==> src/rtl/prediction_metadata_queue.sv <==
// Circular FIFO of branch-prediction metadata, tagged with the fetch PC so the
// head prediction is only released to PD when it belongs to the consumed instruction.
module prediction_metadata_queue #(
  parameter int unsigned XLEN   = 32,
  parameter int unsigned DEPTH  = 4,
  parameter int unsigned META_W = 2
) (
  input  logic                       i_clk,
  input  logic                       i_reset_n,
  input  logic                       i_flush,
  input  logic                       i_push,
  input  logic [XLEN-1:0]            i_push_pc,
  input  logic                       i_push_hit,
  input  logic                       i_push_taken,
  input  logic [XLEN-1:0]            i_push_target,
  input  logic [META_W-1:0]          i_push_meta,
  output logic                       o_push_ready,
  input  logic                       i_pop,
  input  logic [XLEN-1:0]            i_consume_pc,
  input  logic                       i_sel_nop,
  output logic                       o_head_valid,
  output logic                       o_btb_hit,
  output logic                       o_btb_predicted_taken,
  output logic [XLEN-1:0]            o_btb_predicted_target,
  output logic [META_W-1:0]          o_btb_meta,
  output logic [$clog2(DEPTH+1)-1:0] o_count,
  output logic                       o_overflow,
  output logic                       o_tag_mismatch
);

  localparam int unsigned PtrW   = $clog2(DEPTH);
  localparam int unsigned CntW   = $clog2(DEPTH+1);
  localparam int unsigned EntryW = (XLEN - 1) + 2 + XLEN + META_W;

  logic [EntryW-1:0] mem_q [DEPTH];
  logic [PtrW-1:0]   wr_ptr_q, wr_ptr_d;
  logic [PtrW-1:0]   rd_ptr_q, rd_ptr_d;
  logic [CntW-1:0]   count_q, count_d;
  logic              overflow_q, overflow_d;
  logic              mismatch_q, mismatch_d;

  logic              full, push_acc, pop_acc, match;
  logic [EntryW-1:0] head, push_entry;
  logic [XLEN-2:0]   head_pc;
  logic              head_hit, head_taken;
  logic [XLEN-1:0]   head_target;
  logic [META_W-1:0] head_meta;

  // Bit 0 of a PC never distinguishes entries; tags compare halfword-aligned addresses.
  logic unused_pc_lsb;
  assign unused_pc_lsb = i_push_pc[0] ^ i_consume_pc[0];

  assign push_entry = {i_push_pc[XLEN-1:1], i_push_hit, i_push_taken, i_push_target, i_push_meta};
  assign head       = mem_q[rd_ptr_q];
  assign head_meta   = head[META_W-1:0];
  assign head_target = head[META_W +: XLEN];
  assign head_taken  = head[META_W + XLEN];
  assign head_hit    = head[META_W + XLEN + 1];
  assign head_pc     = head[META_W + XLEN + 2 +: XLEN - 1];

  always_comb begin
    full         = (count_q == CntW'(DEPTH));
    o_head_valid = (count_q != '0);
    o_push_ready = !full;
    o_count      = count_q;
    o_overflow   = overflow_q;
    o_tag_mismatch = mismatch_q;

    pop_acc  = i_pop && o_head_valid && !i_flush;
    push_acc = i_push && (!full || pop_acc) && !i_flush;
    match    = o_head_valid && (head_pc == i_consume_pc[XLEN-1:1]);

    o_btb_hit              = 1'b0;
    o_btb_predicted_taken  = 1'b0;
    o_btb_predicted_target = '0;
    o_btb_meta             = '0;
    if (match && !i_sel_nop) begin
      o_btb_hit              = head_hit;
      o_btb_predicted_taken  = head_taken;
      o_btb_predicted_target = head_target;
      o_btb_meta             = head_meta;
    end
  end

  always_comb begin
    wr_ptr_d   = wr_ptr_q;
    rd_ptr_d   = rd_ptr_q;
    count_d    = count_q;
    overflow_d = i_push && full && !pop_acc && !i_flush;
    mismatch_d = mismatch_q || (pop_acc && !i_sel_nop && !match);
    if (i_flush) begin
      wr_ptr_d   = '0;
      rd_ptr_d   = '0;
      count_d    = '0;
      mismatch_d = 1'b0;
    end else begin
      if (push_acc) wr_ptr_d = wr_ptr_q + PtrW'(1);
      if (pop_acc)  rd_ptr_d = rd_ptr_q + PtrW'(1);
      count_d = count_q + CntW'(push_acc) - CntW'(pop_acc);
    end
  end

  always_ff @(posedge i_clk or negedge i_reset_n) begin
    if (!i_reset_n) begin
      wr_ptr_q   <= '0;
      rd_ptr_q   <= '0;
      count_q    <= '0;
      overflow_q <= 1'b0;
      mismatch_q <= 1'b0;
    end else begin
      wr_ptr_q   <= wr_ptr_d;
      rd_ptr_q   <= rd_ptr_d;
      count_q    <= count_d;
      overflow_q <= overflow_d;
      mismatch_q <= mismatch_d;
    end
  end

  // Payload storage needs no reset: every read is qualified by the occupancy count.
  always_ff @(posedge i_clk) begin
    if (push_acc) mem_q[wr_ptr_q] <= push_entry;
  end

endmodule
==> config.mk <==
export PLATFORM = sky130hd
export DESIGN_NAME = prediction_metadata_queue
export DESIGN_NICKNAME = d
export VERILOG_FILES = /design/src/rtl/prediction_metadata_queue.sv
export SDC_FILE = /design/constraint.sdc
export NUM_CORES = 1
export LEC_CHECK = 0
export CORE_MARGIN = 2
export CORE_UTILIZATION = 26
export CTS_BUF_LIST = sky130_fd_sc_hd__clkbuf_4
export CTS_CLUSTER_SIZE = 30
export DETAILED_ROUTE_END_ITERATION = 6
export HOLD_SLACK_MARGIN = 0.03
export SYNTH_ARGS = -nofsm -noshare
export SYNTH_HDL_FRONTEND = slang
export SYNTH_SLANG_ARGS = --single-unit
==> constraint.sdc <==
create_clock -name i_clk -period 4.9 [get_ports i_clk]
set_clock_uncertainty 0.1 [all_clocks]
set_input_delay 0.98 -clock i_clk [delete_from_list [all_inputs] [get_ports i_clk]]
set_output_delay 0.98 -clock i_clk [all_outputs]
set_load 0.01 [all_outputs]
==> results of run 1 <==
[how the worst max path moves through the flow]
stage                                 from                         end  slack (ps)  depth (start not counted)
final                          rd_ptr_q[0]  o_btb_predicted_target[17]         -70                         12
after global routing           rd_ptr_q[0]   o_btb_predicted_target[9]        -250                         13
after CTS                      rd_ptr_q[0]   o_btb_predicted_target[2]        -220                         12
after detailed placement  i_consume_pc[12]               o_btb_meta[1]        -470                         10
after global placement    i_consume_pc[12]   o_btb_predicted_target[6]        -410                         10
after floorplan           i_consume_pc[12]  o_btb_predicted_target[21]        1050                          8
[metrics by stage]
step           setup TNS [ps]  setup WS [ps]  instances
4_1_cts                 -5563         -217.9       1421
3_5_place_dp           -12400         -469.2       1283
5_1_grt                 -6851         -251.4       1428
3_3_place_gp           -12770         -410.0       1283
2_1_floorplan               0           1054        537
6_report               -940.9         -65.15       1429
[worst max-delay path: cells and delay by family, from the launching register on]
| kind | cells | cell delay (ps) |
|---|---|---|
| buf+inv | 6 | 900 |
| flops | 1 | 500 |
| mux | 1 | 420 |
| simple gates | 5 | 1340 |
[layout by cell type, fill, tap and decap left out, types with 7 or more instances in the layout]
cell type | synthesis | final
edfxtp_1 | 268 | 268
clkdlybuf4s50_1 | 0 | 109
clkbuf_4 | 0 | 96
mux4_2 | 62 | 62
buf_4 | 5 | 41
buf_2 | 4 | 31
nor4b_4 | 1 | 20
clkinv_1 | 0 | 18
xor2_1 | 17 | 17
mux2i_1 | 16 | 16
nor4b_2 | 29 | 15
buf_12 | 0 | 14
nor2_1 | 9 | 9
inv_1 | 8 | 8
nand2_1 | 8 | 8
dfrtp_1 | 9 | 7
buf_6 | 6 | 7
[kinds of logic (layout without fill, tap and decap cells)]
family / Yosys count / after routing / share of synthesized area (%)
muxes: 80 / 80 / 13.92
buffers and inverters: 38 / 343 / 1.865
adders and majority gates: 7 / 7 / 0.8386
AOI/OAI and AO/OA: 22 / 22 / 1.401
xor gates and xnor gates: 29 / 29 / 2.240
DFF: 277 / 277 / 72.96
other: 0 / 2 / 0
and+or+nand+nor: 84 / 84 / 6.775
[flip-flops by register name (all words and copies together), names as in the netlist]
signal and flops:
o_tag_mismatch 1, o_overflow 1, wr_ptr_q 2, o_count 3, mem_q 268, rd_ptr_q 2
[repair_timing]
action,in CTS,in global routing
setup endpoints to repair,36,36
pin swaps,19,20
gates cloned,1,2
resized for setup,196,19
buffers inserted,12,5
hold buffers,0,0
[metal layers]
layer	vias up	global-route usage (%)	part of all wire, %
met4	4	5.305	2.3
met2	155	19.58	48
li1	2791	-	-
met3	57	3.883	5.7
met1	3110	15.70	44
met5	-	0	0.083
[final cells by class]
class,instances,area [um^2],share of cell area [%]
inverters,9,33.78,0.2235
repair buffers,209,2051,13.57
flip-flops and latches,277,8280,54.78
well taps,585,732.0,4.843
clock inverters,29,146.4,0.9685
clock buffers,96,720.7,4.768
multi-input cells,222,3146,20.81
diodes,2,5.005,0.03311
[where the power goes]
group	total [mW]	internal, mW	leakage, nW	switching [mW]
logic	1.39	0.771	1.99	0.615
clock network	1.89	0.968	0.520	0.924
registers	2.80	2.75	2.55	0.0490
total	6.08	4.49	5.06	1.59
==> impl_results.md, run 1 <==
* Die X at approximately 210 um
* PD cells at 402.4 mW/mm^2
* Max Root-Sink Buffers at 3
* Peak VDD IR at 206.5 uV
* CTS clk-pin slew, worst paths at 70 ps
* Chip Height at ~210 um
* Fillers at slightly above 4,000
* Crit path cell chain: buf_12, buf_12, mux4_2, nand2b_1, nand3_1, or3_1, or4_4, buf_12, buf_16, buf_8, nor4b_4, buf_2
* WP data required at 3820 ps
* Startpoint types: flip-flop
* Nets at approximately 900
* Row count at 76
* Worst Tran Pin Value at 875.4 ps
* Failing checks: negative setup slack
* Largest net degree at the start of global routing at 41
* Die area at 0.04530 mm^2
* Fin util at 35.09%
* Design area at ~0.015 mm^2
* Synthesized Nets at between 600 and 700
* Via count at 6,117
* R2R Path Start: o_count[1]
* Clk_lat worst skew at 720 ps
* CP dominant cell by count: buf_12
* Top post-synthesis cells by count: edfxtp_1 (268), mux4_2 (62), nor4b_2 (29), xor2_1 (17), mux2i_1 (16)
* IO buf count at 146
* CP Capture Type: primary output
* Core area at 0.04308 mm^2
* DRT iter0 DRCs at 261
* RSZ-0062 raised after global routing: true
* R2R Path End: o_count[2]
* Max Cap Viol at 0
* Root Driver: clkbuf_4
* Max_slew headroom at 41.64%
* Final setup fails at 27
* Drt total wl at roughly 28,000 um
* Area contributors post-synth: edfxtp_1 (71%), mux4_2 (12%), nor4b_2 (3.8%)
* Number of enable flip-flop cells after synthesis at ~270
* Boundary pin count at 149
* Count leader, synth: edfxtp_1
* Clock H-tree levels at 3
* Final antenna-violating net count at 0
* Cells on Worst Hold Path at 2
* Pleak at between 5 and 6 nW
* Outcome: complete, but fails checks
* Crit path kind: reg2out
* Effective utilization at floorplan at between 20% and 30%
* GRT Total Usage at 12.39%
* Hold path endpoint: wr_ptr_q[1]
* Slew Viols, Final at 0
* Mapped Area at 0.01134 mm^2
* Overflow after GRT at 0
* Main synth FF type: edfxtp_1
* Area leader, netlist: edfxtp_1
* Crit share post-route at 101.3%
* Worst R2R Path Depth at 14
* Slowest stage delay, CP at 580 ps
* Fin. Hold Viols at 0
* Synthesized instance count at approximately 540
* Max Clock Freq at 201.4 MHz
* First-pass GRT wire length at 40,540 um
* Placer congestion estimate at approximately 0.72
* Post-DP Area at 0.01381 mm^2
* Max stage delay cell, worst path: or4_4
* Post-route minimum period at between 4000 and 5000 ps
* Cell variety after synth at 48
* Hold_sp: wr_ptr_q[1]
* Worst Path Max Fanout at 6
* Post-synthesis sequential area ratio at 72.96%
* Synth Area per Inst at 21.12 um^2
* Residual DRC count at 0
* Ratio of cells with drive above 1 in the final layout at 38.60%
* Worst Setup Slack, final at -65.15 ps
* Area growth, synth to finish at 33.29%
* Vias in the first global route at 6,806
* Dpl hpwl at 16,650 um
* Flops & latches, synth at 277
* CP arrival at 3890 ps
* Synth async-reset ratio at 3.249%
* Drt pass-1 iters at 5
* WL/cell at ~19 um
* Vias per Instance at 4.281
* Reg-to-reg setup timing slack at 1710 ps
* Warnings from Yosys at 0
* Initial antenna violation count at 4
* Hold Crit Class: reg2reg
* CTS tree: built
* Synth top area share at 70.97%
* Hold slack at about 470 ps
* Clk sinks at between 200 and 300
* Tot Pwr at 6.082 mW
* CTS Buf Count at 74
No activity file was read; power rests on OpenSTA's default activity.
==> inputs of run 2 (changes only) <==
Settings changed: PLACE_DENSITY from default to 0.48.
==> run 2 against run 1 <==
Net effect: the flow still finishes with violations (negative setup slack); fmax shrank 0.42%; clock-buffer cell count grew 18; cell area shrank 0.11%; first-iteration DRC count grew 9.2%; cell count grew 0.28%; global-route usage grew 0.46 points; flip-flop and latch count is the same; die area is the same.
==> impl_results.md, run 2 (synthesized netlist as in run 1, its figures left out) <==
* Commonest non-fill, non-tap cell in the layout: edfxtp_1
* WL/cell at 19.49 um
* Root Driver: clkbuf_4
* Post-route minimum period at 4986 ps
* Crit path cell chain: buf_12, buf_6, mux4_2, nand2b_4, nand4_1, or3_1, or4_4, buf_12, buf_16, buf_12, nor4b_4, buf_2
* GRT Total Usage at 12.85%
* Crit path kind: reg2out
* Largest Register: mem_q
* Worst Path Max Fanout at 7
* Residual DRC count at 0
* Worst Setup Slack, final at -86.30 ps
* Failing checks: negative setup slack
* Effective utilization at floorplan at between 20% and 30%
* Startpoint types: flip-flop
* Hold slack at 425.9 ps
* Ratio of cells with drive above 1 in the final layout at 40.00%
* Max Cap Viol at 0
* Hold-fix buffers, CTS at 0
* RSZ-0062 raised after global routing: true
* Drt pass-1 iters at 4
* Vias in the first global route at 6,751
* Area used by multi-input combinational logic at about 0.0031 mm^2
* Row count at 76
* Max_slew headroom at between 40 and 50%
* Outcome: complete, but fails checks
* Tot Pwr at about 6.3 mW
* FF+latch area at roughly 0.0083 mm^2
* Area growth, synth to finish at 33.15%
* DRT iter0 DRCs at about 290
* Clk_lat worst skew at ~770 ps
* Via count at 6,150
* Final setup fails at 18
* Worst R2R Path Depth at 14
* Reg-to-reg setup timing slack at 1720 ps
* CTS tree: built
* Crit share post-route at 101.8%
* Fillers at between 4,000 and 5,000
* IO buf count at 146
* CP arrival at 3910 ps
* Final antenna-violating net count at 0
* CTS clk-pin slew, worst paths at 60 ps
* Max Clock Freq at roughly 200 MHz
* CTS Buf Count at 79
* Initial antenna violation count at 2
* Pleak at 5.042 nW
* First-pass GRT wire length at 41,510 um
* Peak VDD IR at 189.4 uV
* Fin. Hold Viols at 0
* Max reg flops at 268
* Commonest non-fill, non-tap cells in the layout: edfxtp_1 (268), clkbuf_4 (114), clkdlybuf4s50_1 (109)
* Clock H-tree levels at 3
* Boundary pin count at around 150
* Vias per Instance at 4.292
* Clk sinks at approximately 280
* Dpl hpwl at around 16,000 um
* Max stage delay cell, worst path: or4_4
* Core area at 0.04308 mm^2
* Max Root-Sink Buffers at 3
* Nets at 905
* Die area at 0.04530 mm^2
* CP dominant cell by count: buf_12
* WP data required at between 3000 and 4000 ps
* Drt total wl at between 20,000 and 30,000 um
* Die X at 212.8 um
* CP Capture Type: primary output
* Largest net degree at the start of global routing at 38
* Placer congestion estimate at 0.7615
* PD cells at 416.3 mW/mm^2
* Slowest stage delay, CP at approximately 610 ps
* Worst Tran Pin Value at 817.9 ps
* Slew Viols, Final at 0
* Overflow after GRT at 0
* Chip Height at around 210 um
* Hold Crit Class: in2async
==> run 2: changes by cell type in the layout (fill, tap and decap cells not counted), moves of 4 or more <==
cell      before  now
buf_2         31   36
buf_4         41   37
buf_8          4    0
clkbuf_4      96  114
clkinv_1      18   10
nor4b_2       15   23
nor4b_4       20   12
==> run 2: repair_timing <==
| action | CTS | global route |
|---|---|---|
| endpoints found under the setup margin | 36 | 36 |
| resized for setup | 179 | 21 |
| pin swaps | 21 | 4 |
| endpoints found under the hold margin | 0 | 0 |
| setup buffers | 10 | 4 |
| cloned | 4 | 0 |
==> run 2: final cells by class <==
type | instances | share of cell area, %
multi-input combinational | 222 | 20.64
tap | 585 | 4.848
timing repair buffer | 203 | 12.84
inverter | 9 | 0.2238
antenna | 3 | 0.04972
clock inverter | 20 | 0.8784
clock buffer | 114 | 5.668
sequential | 277 | 54.84
==> run 2: path summary, 6_finish.rpt <==
check / start / endpoint
max: rd_ptr_q[0] / o_btb_predicted_target[16]
min: i_reset_n / o_overflow
max reg2reg: o_count[1] / o_count[2]
min reg2reg: wr_ptr_q[1] / wr_ptr_q[1]
max in group asynchronous: i_reset_n / rd_ptr_q[1]
min in group i_clk: wr_ptr_q[1] / wr_ptr_q[1]
==> run 2: report_power, final <==
part / total (mW) / switching [mW] / internal (mW)
Clock: 2.12 / 0.950 / 1.17
Combinational: 1.37 / 0.612 / 0.757
Sequential: 2.80 / 0.0452 / 2.76
Total: 6.29 / 1.61 / 4.68
==> run 2: metal layers <==
layer | vias to the layer above | share of wire [%] | global-route usage, % | wire length, um
li1 | 2802 | - | - | -
met1 | 3140 | 45 | 16.78 | 12700
met2 | 157 | 47 | 19.68 | 13040
met3 | 51 | 5.5 | 4.280 | 1539
met4 | 0 | 2.3 | 5.160 | 648
met5 | - | 0 | 0 | 0
==> run 2: through the flow <==
step           worst slack [ps]  instance area [um^2]  cells  utilization [%]  TNS (ps)
6_report                 -86.30                 15100   1433            35.05    -669.3
5_1_grt                  -312.0                 15100   1433            35.05     -8214
4_1_cts                  -362.5                 14960   1428            34.72    -10110
3_5_place_dp             -405.4                 13770   1281            31.97     -9690
3_3_place_gp             -397.2                 13770   1281            31.97     -9866
2_1_floorplan              1054                 11340    537                -         0
==> run 2: worst max-delay path: cells and delay by family, from the launching register on <==
kind	cells	cell delay, ps
simple gates	5	1320
buf+inv	6	890
flops	1	490
mux	1	440
